[src/rtl/i2c_req_arbiter_pkg.sv]
// Shared FSM state, response codes and FMC424 I2C target addresses for the
// request arbiter in front of the I2C byte master.
package fmc_i2c_pkg;

  localparam int MAX_REQ = 4;
  localparam int OWNER_W = 2;

  typedef enum logic [1:0] {
    ST_IDLE  = 2'b00,
    ST_GRANT = 2'b01,
    ST_WAIT  = 2'b10,
    ST_RESP  = 2'b11
  } arb_state_t;

  typedef enum logic [1:0] {
    I2C_OK      = 2'b00,
    I2C_NACK    = 2'b01,
    I2C_TIMEOUT = 2'b10
  } i2c_err_t;

  localparam logic [6:0] ADDR_CPLD    = 7'b0111110;
  localparam logic [6:0] ADDR_SI5338B = 7'b1110000;
  localparam logic [6:0] ADDR_QSFP    = 7'b1010000;

  // Index of the set bit of a one-hot (or all-zero) vector
  function automatic logic [OWNER_W-1:0] onehot_to_idx(input logic [MAX_REQ-1:0] oh);
    logic [OWNER_W-1:0] idx;
    idx = {OWNER_W{1'b0}};
    for (int i = 0; i < MAX_REQ; i++) begin
      if (oh[i]) begin
        idx = OWNER_W'(i);
      end else begin
        idx = idx;
      end
    end
    return idx;
  endfunction

endpackage

[src/rtl/i2c_req_arbiter_if.sv]
// Requester and byte-master signals of the arbiter; slave is the arbiter's
// view, master is the environment (requesters plus byte master).
interface i2c_req_arbiter_if #(
  parameter int NUM_REQ = 2
) ();

  logic [NUM_REQ-1:0]   req_valid;
  logic [NUM_REQ-1:0]   req_rw;
  logic [7*NUM_REQ-1:0] req_addr;
  logic [8*NUM_REQ-1:0] req_wdata;
  logic [NUM_REQ-1:0]   req_ready;
  logic [NUM_REQ-1:0]   rsp_valid;
  logic [7:0]           rsp_rdata;
  logic [1:0]           rsp_err;
  logic                 m_start;
  logic                 m_rw;
  logic [6:0]           m_addr;
  logic [7:0]           m_wdata;
  logic                 m_done;
  logic                 m_nack;
  logic [7:0]           m_rdata;
  logic                 m_abort;
  logic                 busy;

  modport slave (
    input  req_valid, req_rw, req_addr, req_wdata,
    input  m_done, m_nack, m_rdata,
    output req_ready, rsp_valid, rsp_rdata, rsp_err,
    output m_start, m_rw, m_addr, m_wdata, m_abort, busy
  );

  modport master (
    output req_valid, req_rw, req_addr, req_wdata,
    output m_done, m_nack, m_rdata,
    input  req_ready, rsp_valid, rsp_rdata, rsp_err,
    input  m_start, m_rw, m_addr, m_wdata, m_abort, busy
  );

endinterface

[src/rtl/i2c_req_arbiter_rr_picker.sv]
// Combinational round-robin picker: one-hot grant to the first requester
// found when searching from (last_owner+1) mod NUM_REQ.
module i2c_rr_picker
  import fmc_i2c_pkg::*;
#(
  parameter int NUM_REQ = 2
) (
  input  logic [NUM_REQ-1:0] i_req,
  input  logic [OWNER_W-1:0] i_last_owner,
  output logic [NUM_REQ-1:0] o_grant
);

  logic w_found;

  // Walk the ring starting just after the last owner; first pending request wins
  always_comb begin
    o_grant = {NUM_REQ{1'b0}};
    w_found = 1'b0;
    for (int k = 1; k <= NUM_REQ; k++) begin
      for (int i = 0; i < NUM_REQ; i++) begin
        if (!w_found && i_req[i] && (((int'(i_last_owner) + k) % NUM_REQ) == i)) begin
          o_grant[i] = 1'b1;
          w_found    = 1'b1;
        end else begin
          w_found = w_found;
        end
      end
    end
  end

endmodule

[src/rtl/i2c_req_arbiter.sv]
// Arbitrates NUM_REQ requesters onto one FMC424 I2C byte master with a
// per-transaction timeout; Moore FSM, every output registered.
module i2c_req_arbiter
  import fmc_i2c_pkg::*;
#(
  parameter int NUM_REQ        = 2,
  parameter int TIMEOUT_CYCLES = 200000
) (
  input logic              CLK,
  input logic              RST,
  i2c_req_arbiter_if.slave bus
);

  localparam int                 TIMER_W    = $clog2(TIMEOUT_CYCLES + 1);
  localparam logic [TIMER_W-1:0] TIMER_LAST = TIMER_W'(TIMEOUT_CYCLES - 1);
  localparam logic [TIMER_W-1:0] TIMER_ONE  = TIMER_W'(1);
  localparam logic [OWNER_W-1:0] OWNER_RST  = OWNER_W'(NUM_REQ - 1);

  arb_state_t         r_state;
  logic [NUM_REQ-1:0] r_owner_oh;
  logic [OWNER_W-1:0] r_owner;
  logic [OWNER_W-1:0] r_last_owner;
  logic [TIMER_W-1:0] r_timer;

  logic [NUM_REQ-1:0] w_grant;
  logic [MAX_REQ-1:0] w_grant_pad;
  logic               w_sel_rw;
  logic [6:0]         w_sel_addr;
  logic [7:0]         w_sel_wdata;

  i2c_rr_picker #(
    .NUM_REQ (NUM_REQ)
  ) u_picker (
    .i_req        (bus.req_valid),
    .i_last_owner (r_last_owner),
    .o_grant      (w_grant)
  );

  // Steer the winner's payload onto one bus; the grant is one-hot or zero
  always_comb begin
    w_grant_pad                = {MAX_REQ{1'b0}};
    w_grant_pad[NUM_REQ-1:0]   = w_grant;
    w_sel_rw                   = 1'b0;
    w_sel_addr                 = 7'h00;
    w_sel_wdata                = 8'h00;
    for (int i = 0; i < NUM_REQ; i++) begin
      w_sel_rw    = w_sel_rw | (bus.req_rw[i] & w_grant[i]);
      w_sel_addr  = w_sel_addr | (bus.req_addr[7*i +: 7] & {7{w_grant[i]}});
      w_sel_wdata = w_sel_wdata | (bus.req_wdata[8*i +: 8] & {8{w_grant[i]}});
    end
  end

  // Arbiter FSM with registered handshake, command and response outputs
  always_ff @(posedge CLK or posedge RST) begin
    if (RST) begin
      r_state       <= ST_IDLE;
      r_owner_oh    <= {NUM_REQ{1'b0}};
      r_owner       <= {OWNER_W{1'b0}};
      r_last_owner  <= OWNER_RST;
      r_timer       <= {TIMER_W{1'b0}};
      bus.req_ready <= {NUM_REQ{1'b0}};
      bus.rsp_valid <= {NUM_REQ{1'b0}};
      bus.rsp_rdata <= 8'h00;
      bus.rsp_err   <= I2C_OK;
      bus.m_start   <= 1'b0;
      bus.m_rw      <= 1'b0;
      bus.m_addr    <= 7'h00;
      bus.m_wdata   <= 8'h00;
      bus.m_abort   <= 1'b0;
      bus.busy      <= 1'b0;
    end else begin
      bus.req_ready <= {NUM_REQ{1'b0}};
      bus.m_start   <= 1'b0;
      bus.m_abort   <= 1'b0;
      case (r_state)
        ST_IDLE: begin
          if (|bus.req_valid) begin
            r_state       <= ST_GRANT;
            r_owner_oh    <= w_grant;
            r_owner       <= onehot_to_idx(w_grant_pad);
            bus.req_ready <= w_grant;
            bus.m_start   <= 1'b1;
            bus.m_rw      <= w_sel_rw;
            bus.m_addr    <= w_sel_addr;
            bus.m_wdata   <= w_sel_wdata;
            bus.busy      <= 1'b1;
          end else begin
            r_state <= ST_IDLE;
          end
        end
        ST_GRANT: begin
          r_state <= ST_WAIT;
          r_timer <= {TIMER_W{1'b0}};
        end
        ST_WAIT: begin
          // A completion on the expiry cycle beats the timeout
          if (bus.m_done) begin
            r_state       <= ST_RESP;
            bus.rsp_valid <= r_owner_oh;
            bus.rsp_rdata <= bus.m_rw ? bus.m_rdata : 8'h00;
            bus.rsp_err   <= bus.m_nack ? I2C_NACK : I2C_OK;
          end else if (r_timer == TIMER_LAST) begin
            r_state       <= ST_RESP;
            bus.m_abort   <= 1'b1;
            bus.rsp_valid <= r_owner_oh;
            bus.rsp_rdata <= 8'h00;
            bus.rsp_err   <= I2C_TIMEOUT;
          end else begin
            r_timer <= r_timer + TIMER_ONE;
          end
        end
        ST_RESP: begin
          r_state       <= ST_IDLE;
          r_last_owner  <= r_owner;
          r_timer       <= {TIMER_W{1'b0}};
          bus.rsp_valid <= {NUM_REQ{1'b0}};
          bus.rsp_rdata <= 8'h00;
          bus.rsp_err   <= I2C_OK;
          bus.m_rw      <= 1'b0;
          bus.m_addr    <= 7'h00;
          bus.m_wdata   <= 8'h00;
          bus.busy      <= 1'b0;
        end
        default: begin
          r_state       <= ST_IDLE;
          bus.rsp_valid <= {NUM_REQ{1'b0}};
          bus.busy      <= 1'b0;
        end
      endcase
    end
  end

endmodule

[src/flat_wrapper.sv]
// flat-port wrapper written by rule: the top's interface ports become plain ports
module i2c_req_arbiter_flat import fmc_i2c_pkg::*;
#(
  parameter int NUM_REQ        = 2,
  parameter int TIMEOUT_CYCLES = 200000
)
  (CLK, RST, bus_req_valid, bus_req_rw, bus_req_addr, bus_req_wdata, bus_m_done, bus_m_nack, bus_m_rdata, bus_req_ready, bus_rsp_valid, bus_rsp_rdata, bus_rsp_err, bus_m_start, bus_m_rw, bus_m_addr, bus_m_wdata, bus_m_abort, bus_busy);
  i2c_req_arbiter_if #(.NUM_REQ(NUM_REQ)) bus_i ();
  input logic CLK;
  input logic RST;
  input wire logic [$bits(bus_i.req_valid)-1:0] bus_req_valid;
  input wire logic [$bits(bus_i.req_rw)-1:0] bus_req_rw;
  input wire logic [$bits(bus_i.req_addr)-1:0] bus_req_addr;
  input wire logic [$bits(bus_i.req_wdata)-1:0] bus_req_wdata;
  input wire logic [$bits(bus_i.m_done)-1:0] bus_m_done;
  input wire logic [$bits(bus_i.m_nack)-1:0] bus_m_nack;
  input wire logic [$bits(bus_i.m_rdata)-1:0] bus_m_rdata;
  output wire logic [$bits(bus_i.req_ready)-1:0] bus_req_ready;
  output wire logic [$bits(bus_i.rsp_valid)-1:0] bus_rsp_valid;
  output wire logic [$bits(bus_i.rsp_rdata)-1:0] bus_rsp_rdata;
  output wire logic [$bits(bus_i.rsp_err)-1:0] bus_rsp_err;
  output wire logic [$bits(bus_i.m_start)-1:0] bus_m_start;
  output wire logic [$bits(bus_i.m_rw)-1:0] bus_m_rw;
  output wire logic [$bits(bus_i.m_addr)-1:0] bus_m_addr;
  output wire logic [$bits(bus_i.m_wdata)-1:0] bus_m_wdata;
  output wire logic [$bits(bus_i.m_abort)-1:0] bus_m_abort;
  output wire logic [$bits(bus_i.busy)-1:0] bus_busy;
  assign bus_i.req_valid = bus_req_valid;
  assign bus_i.req_rw = bus_req_rw;
  assign bus_i.req_addr = bus_req_addr;
  assign bus_i.req_wdata = bus_req_wdata;
  assign bus_i.m_done = bus_m_done;
  assign bus_i.m_nack = bus_m_nack;
  assign bus_i.m_rdata = bus_m_rdata;
  assign bus_req_ready = bus_i.req_ready;
  assign bus_rsp_valid = bus_i.rsp_valid;
  assign bus_rsp_rdata = bus_i.rsp_rdata;
  assign bus_rsp_err = bus_i.rsp_err;
  assign bus_m_start = bus_i.m_start;
  assign bus_m_rw = bus_i.m_rw;
  assign bus_m_addr = bus_i.m_addr;
  assign bus_m_wdata = bus_i.m_wdata;
  assign bus_m_abort = bus_i.m_abort;
  assign bus_busy = bus_i.busy;
  i2c_req_arbiter #(.NUM_REQ(NUM_REQ), .TIMEOUT_CYCLES(TIMEOUT_CYCLES)) u_core (.CLK(CLK), .RST(RST), .bus(bus_i));
endmodule
[config.mk]
export PLATFORM = sky130hd
export DESIGN_NAME = i2c_req_arbiter_flat
export DESIGN_NICKNAME = d
export VERILOG_FILES = /design/src/rtl/i2c_req_arbiter_pkg.sv /design/src/rtl/i2c_req_arbiter_if.sv /design/src/rtl/i2c_req_arbiter_rr_picker.sv /design/src/rtl/i2c_req_arbiter.sv /design/src/flat_wrapper.sv
export SDC_FILE = /design/constraint.sdc
export NUM_CORES = 1
export LEC_CHECK = 0
export CAP_MARGIN = 10
export CORE_MARGIN = 3
export CORE_UTILIZATION = 35
export CTS_BUF_LIST = sky130_fd_sc_hd__clkbuf_8
export CTS_CLUSTER_DIAMETER = 40
export DETAILED_ROUTE_END_ITERATION = 10
export PLACE_DENSITY = 0.74
export REMOVE_ABC_BUFFERS = 1
export SYNTH_ARGS = -nofsm -noshare
export SYNTH_HDL_FRONTEND = slang
export SYNTH_SLANG_ARGS = --single-unit
[constraint.sdc]
create_clock -name CLK -period 3.2 [get_ports CLK]
set_input_delay 0.96 -clock CLK [delete_from_list [all_inputs] [get_ports CLK]]
set_output_delay 0.96 -clock CLK [all_outputs]
set_load 0.01 [all_outputs]
==> flow_metrics.tcl, run 1 <==
set metrics [dict create \
    critical_path.top_delay_family "simple AND/OR/NAND/NOR gates" \
    ctsResizeCount 0 \
    ant_nets 0 \
    die_area_um2 8560 \
    grt_pass1_vias 2204 \
    p_seq_frac 0.397 \
    rsz0062_at_grt "no" \
    final_area_um2 3640 \
    cp-startpoint "bus_m_done" \
    crit_fanout 9 \
    worst_pin_slew_ns 0.551 \
    antenna_found_initial 0 \
    ys.warnings.count 0 \
    total_leakage_power_nw 1.55 \
    synth_ff_type "dfrtp_1" \
    crit_chain "clkdlybuf4s50_1, a21oi_1, nand4_1, nor4b_1, xnor2_1, nor2_1" \
    grt_max_degree 29 \
    internal_power_mw 1.62 \
    synth_top_area_cell "dfrtp_1" \
    highest_layer "met4" \
    areaGrowthSynthToFinish_pct 39.0 \
    syn_area_per_cell_um2 10.5 \
    postCtsSetupRepairBufs 0 \
    io_buffers 78 \
    dp_slack_ns 0.360 \
    num_vias 2134 \
    layout_common_cells "clkdlybuf4s50_1, dfrtp_1, nand2_1" \
    hold_path_depth 2 \
    finalHoldViolCount 0 \
    max_freq_mhz 394 \
    fin_crit_sh 0.792 \
    avgRoutedWirePerCell_um 14.0 \
    fin_ws_ns 0.665 \
    maxCapViolations 0 \
    cp.depth 6 \
    start_util 0.373 \
    irDropWorstVdd_uv 282 \
    seq_area_frac_synth 0.535 \
    grt_use_total 0.149 \
    cts-root-buf "clkbuf_8" \
    skew_ns 0.00789 \
    cts_max_path_buffers 2 \
    rows 30 \
    io_pins 79 \
    grt_pass1_wl_um 10300 \
    grt.overflow.total 0 \
    holdCritPathClass "register to register" \
    clkPwrFrac 0.189 \
    routabilityCongestion 0.853 \
    relSlewSlack 0.632 \
    status "finished, final reports clean" \
    fin_cells 431 \
    start_kind "input pin" \
    cp.arrival_ns 2.75 \
    timing.rr.end "u_core.r_timer[2]$_DFFE_PP0P_" \
    power.switching_mw 0.877 \
    synth_cell_types 45 \
    ys_seq_elements 56 \
    cts_buffers 5 \
    endpoint_kind "register" \
    dp_hpwl_um 4600 \
    reg2regPathDepth 6 \
    period_needed_ns 2.54 \
    drive_gt1_frac 0.0955 \
    dieWidth_um 92.5 \
    wl_met1_um 2530 \
    postCtsHoldBufs 0 \
    place_area_um2 3530 \
    clock_latency_ns 0.31 \
    drtIter0Drc 70 \
    wl_met3_um 444 \
    dp_cells 423 \
    antennaDiodeCount 0 \
    cts.sinks 56 \
    clkTransAtPathRegs_ns 0.10 \
    swShare 0.352 \
    final-setup-viol-count 0 \
    final.setup.tns_ns 0 \
    yosysTopAreaCellShare 0.525 \
    h-tree-depth 2 \
    report.final.slew_viol_count 0 \
    fp.coreArea_um2 7020 \
    slowest_delay_ns 0.52 \
    critPathBufInv 1 \
    fp.dieH_um 92.5 \
    total_power_mw 2.49 \
    cp.required_ns 3.41 \
    synth_edf_count 0 \
    drtPass1Iterations 4 \
    critPathCapture "u_core.r_timer[15]$_DFFE_PP0P_" \
    async_reset_ff_frac 1.00 \
    syn_area_um2 2620 \
    cts_tree "built" \
    comb_power_share 0.414 \
    nNetsFinal 385 \
    netlist_top_cells_area "dfrtp_1, a22oi_1, o21ai_0" \
    synthCells 249 \
    final_common_cell "clkdlybuf4s50_1" \
    crit_type "input pin to register" \
    met2_length_um 2990 \
    viasPerCell 4.95 \
    power_density_nw_per_um2 684 \
    critPathSlowestCell "clkdlybuf4s50_1" \
    r2r_slack_ns 0.90 \
    drc 0 \
    wl_um 6040 \
    reg2reg_from "u_core.r_timer[15]$_DFFE_PP0P_" \
]
==> worst reg2reg max path, delay by kind of cell, from the launching register on <==
kind	cells	cell delay, ns
AND/OR/NAND/NOR	4	1.37
flip-flops	1	0.44
AO/OA/AOI/OAI	1	0.21
buffers and inverters	1	0.19
==> power groups by stage <==
stage               clock, mW  combinational [mW]  sequential, mW
floorplan                   0               0.492            1.04
global placement            0                1.03           0.997
detailed placement          0                1.04            1.00
CTS                     0.482                1.05           0.990
global route            0.512                1.15            1.01
finish                  0.472                1.03           0.989
==> kinds of logic after synthesis <==
logic type                 count (synthesis)  share of synthesized area
AOI/OAI and AO/OA                         66                      0.171
xor gates and xnor gates                  12                     0.0401
adders and majority gates                  5                     0.0239
buffers and inverters                     19                     0.0377
DFF                                       56                      0.535
muxes                                      3                     0.0124
and+or+nand+nor                           88                      0.180
==> metrics by stage <==
step	utilization	hold WS (ns)
floorplan	-	0.450
global placement	0.503	0.463
detailed placement	0.503	0.469
CTS	0.519	0.494
global route	0.519	0.527
finish	0.519	0.486
==> cell usage after synthesis (3+ instances only) <==
master / number
a21o_1: 3
a21oi_1: 8
a22o_1: 10
a22oi_1: 16
and3_1: 3
clkbuf_1: 6
dfrtp_1: 55
ha_1: 5
inv_1: 9
nand2_1: 28
nand3_1: 4
nand4_1: 3
nor2_1: 20
nor3_1: 5
nor4_1: 4
o21ai_0: 22
or3_1: 3
xnor2_1: 11
==> final cells by class <==
cell class / count / area [µm²]
clock buffers: 5 / 68.8
clock inverters: 3 / 42.5
fillers: 639 / 3380
inverters: 9 / 33.8
multi-input cells: 174 / 1120
flip-flops and latches: 56 / 1400
well taps: 96 / 120
repair buffers: 88 / 856
==> worst min path at each step <==
stage,start,to,slack [ns]
finish,u_core.bus.m_addr[2]$_DFFE_PP0P_,u_core.bus.m_addr[2]$_DFFE_PP0P_,0.49
global route,u_core.r_owner_oh[0]$_DFFE_PP0P_,u_core.r_owner_oh[0]$_DFFE_PP0P_,0.53
CTS,u_core.r_owner_oh[0]$_DFFE_PP0P_,u_core.r_owner_oh[0]$_DFFE_PP0P_,0.49
detailed placement,u_core.bus.m_addr[2]$_DFFE_PP0P_,u_core.bus.m_addr[2]$_DFFE_PP0P_,0.47
global placement,u_core.bus.m_wdata[2]$_DFFE_PP0P_,u_core.bus.m_wdata[2]$_DFFE_PP0P_,0.46
floorplan,u_core.r_owner_oh[0]$_DFFE_PP0P_,u_core.r_owner_oh[0]$_DFFE_PP0P_,0.45
==> per-layer routing <==
metal | GRT usage | vias up
met2 | 0.256 | 57
met5 | 0 | -
li1 | - | 1051
met1 | 0.178 | 1017
met4 | 0.0421 | 0
met3 | 0.0463 | 9
==> flip-flops by register name (all words and copies together), names as in the netlist <==
| register | count |
|---|---|
| u_core.bus.m_wdata | 8 |
| u_core.bus.m_rw | 1 |
| u_core.r_timer | 18 |
| u_core.bus.m_addr | 7 |
| u_core.r_owner | 1 |
| u_core.bus.rsp_rdata | 8 |
| u_core.bus.req_ready | 2 |
| u_core.r_last_owner | 1 |
| u_core.bus.rsp_err | 2 |
| u_core.r_state | 2 |
| u_core.r_owner_oh | 1 |
| u_core.bus.m_abort | 1 |
| u_core.bus.rsp_valid | 2 |
| u_core.bus.busy | 1 |
| u_core.bus.m_start | 1 |
(Power assumes the default switching activity.)
==> run 2: changes to the inputs <==
- clock period: 3.2 -> 2.6 ns (I/O delays scaled with it)
==> flow_metrics.tcl, run 2 (synthesis gave the netlist of run 1 again) <==
set metrics [dict create \
    status "finished, final reports clean" \
    grt.busiest_layer "met2" \
    drtPass1Iterations 4 \
    internal_power_mw 1.92 \
    antennaDiodeCount 0 \
    swShare 0.365 \
    holdCritPathClass "register to register" \
    maxCapViolations 0 \
    crit_fanout 8 \
    final_common_cell "clkdlybuf4s50_1" \
    use_met3 0.0431 \
    largest_reg_flops 18 \
    grt_use_total 0.152 \
    max_freq_mhz 449 \
    crit_type "register to register" \
    drtIter0Drc 83 \
    finalHoldViolCount 0 \
    skew_ns 0.00967 \
    p_seq_frac 0.403 \
    drive_gt1_frac 0.107 \
    final-setup-viol-count 0 \
    wl_um 6230 \
    rsz0062_at_grt "no" \
    cts_tree "built" \
    die_area_um2 8560 \
    cts-root-buf "clkbuf_8" \
    fin_crit_sh 0.856 \
    final.setup.tns_ns 0 \
    areaGrowthSynthToFinish_pct 39.6 \
    h-tree-depth 2 \
    use_met2 0.258 \
    grt.overflow.total 0 \
    relSlewSlack 0.700 \
    avgRoutedWirePerCell_um 14.4 \
    rows 30 \
    grt_pass1_wl_um 10600 \
    clock_latency_ns 0.31 \
    use_met1 0.193 \
    ctsResizeCount 0 \
    nNetsFinal 388 \
    reg_top3 "u_core.r_timer (18), u_core.bus.m_wdata (8), u_core.bus.rsp_rdata (8)" \
    fill_cells 645 \
    fp.dieH_um 92.5 \
    viasPerCell 4.96 \
    ant_nets 0 \
    total_leakage_power_nw 1.56 \
    layout_common_cells "clkdlybuf4s50_1, dfrtp_1, nand2_1" \
    irDropWorstVdd_uv 363 \
    cp.arrival_ns 2.44 \
    r2r_slack_ns 0.37 \
    hold_path.startpoint "u_core.bus.m_addr[6]$_DFFE_PP0P_" \
    comb_power_share 0.433 \
    dp_hpwl_um 4710 \
    worst_pin_slew_ns 0.450 \
    timing.rr.end "u_core.r_timer[2]$_DFFE_PP0P_" \
    start_kind "register" \
    reg2reg_from "u_core.r_timer[15]$_DFFE_PP0P_" \
    grt_pass1_vias 2187 \
    num_vias 2151 \
    cp.required_ns 2.82 \
    regMostFlops "u_core.r_timer" \
    min_delay_worst_endpoint "u_core.bus.m_addr[6]$_DFFE_PP0P_" \
    hold_path_depth 2 \
    cts.sinks 56 \
    antenna_found_initial 0 \
    period_needed_ns 2.23 \
    grt_max_degree 57 \
    drc 0 \
    fp.coreArea_um2 7020 \
    postCtsHoldBufs 0 \
    start_util 0.373 \
    cts_max_path_buffers 2 \
    reg2regPathDepth 6 \
    power.switching_mw 1.10 \
    io_buffers 78 \
    postCtsSetupRepairBufs 0 \
    routabilityCongestion 0.842 \
    endpoint_kind "register" \
    power_density_nw_per_um2 825 \
    dieWidth_um 92.5 \
    report.final.slew_viol_count 0 \
    io_pins 79 \
    cts_buffers 5 \
    clkPwrFrac 0.164 \
    clkTransAtPathRegs_ns 0.11 \
    fin_util 0.521 \
]
[run 2: cell types whose count changed in the layout (fill, tap and decap cells not counted)]
| cell | delta |
|---|---|
| buf_4 | +2 |
| inv_1 | -1 |
| clkinv_2 | +1 |
| clkinv_4 | +1 |
| buf_12 | +1 |
| bufinv_16 | -1 |
[run 2: power by group through the flow]
stage	registers, mW	clock network, mW	logic [mW]
after floorplan	1.27	0	0.606
after global placement	1.23	0	1.29
after detailed placement	1.23	0	1.32
after CTS	1.22	0.513	1.33
after global routing	1.25	0.550	1.45
final	1.22	0.495	1.30
[run 2: routing by layer]
layer	up-vias	routed length, µm
li1	1058	-
met1	1036	2710
met2	50	3070
met3	7	384
met4	0	62
met5	-	0
[run 2: stage by stage]
stage / instance area [µm²] / hold slack [ns] / std cells / worst slack [ns] / total power, mW
3_3_place_gp: 3570 / 0.462 / 426 / 0.165 / 2.52
2_1_floorplan: 2550 / 0.450 / 239 / 0.450 / 1.88
3_5_place_dp: 3570 / 0.468 / 426 / 0.153 / 2.55
4_1_cts: 3660 / 0.494 / 434 / 0.350 / 3.06
6_report: 3660 / 0.489 / 434 / 0.374 / 3.02
5_1_grt: 3660 / 0.520 / 434 / 0.172 / 3.25
[run 2: cell type report]
cell class,instances,area (µm²),share of cell area
Sequential cell,56,1400,0.384
Clock buffer,5,68.8,0.0188
Timing Repair Buffer,91,891,0.244
Clock inverter,3,22.5,0.00616
Tap cell,96,120,0.0328
Inverter,9,33.8,0.00924
Multi-Input combinational cell,174,1120,0.306
[run 2: how the worst max path moves through the flow]
stage                                     to  cells past startpoint                      startpoint  slack (ns)
6_report       u_core.r_timer[2]$_DFFE_PP0P_                      6  u_core.r_timer[15]$_DFFE_PP0P_        0.37
5_1_grt        u_core.r_timer[2]$_DFFE_PP0P_                      6  u_core.r_timer[15]$_DFFE_PP0P_        0.17
4_1_cts        u_core.r_timer[2]$_DFFE_PP0P_                      6  u_core.r_timer[15]$_DFFE_PP0P_        0.35
3_5_place_dp   u_core.r_timer[9]$_DFFE_PP0P_                      7                      bus_m_done        0.15
3_3_place_gp     u_core.bus.m_rw$_DFFE_PP0P_                      7                bus_req_valid[1]        0.17
2_1_floorplan    u_core.bus.busy$_DFFE_PP0P_                      1                             RST        0.45
[run 2: critical path: stages, from the launching register on]
cell and delay (ns):
dfrtp_1 0.43, or4_4 0.54, nor4_4 0.42, and3_2 0.32, nor3_2 0.06, buf_4 0.17
a211oi_1 0.19
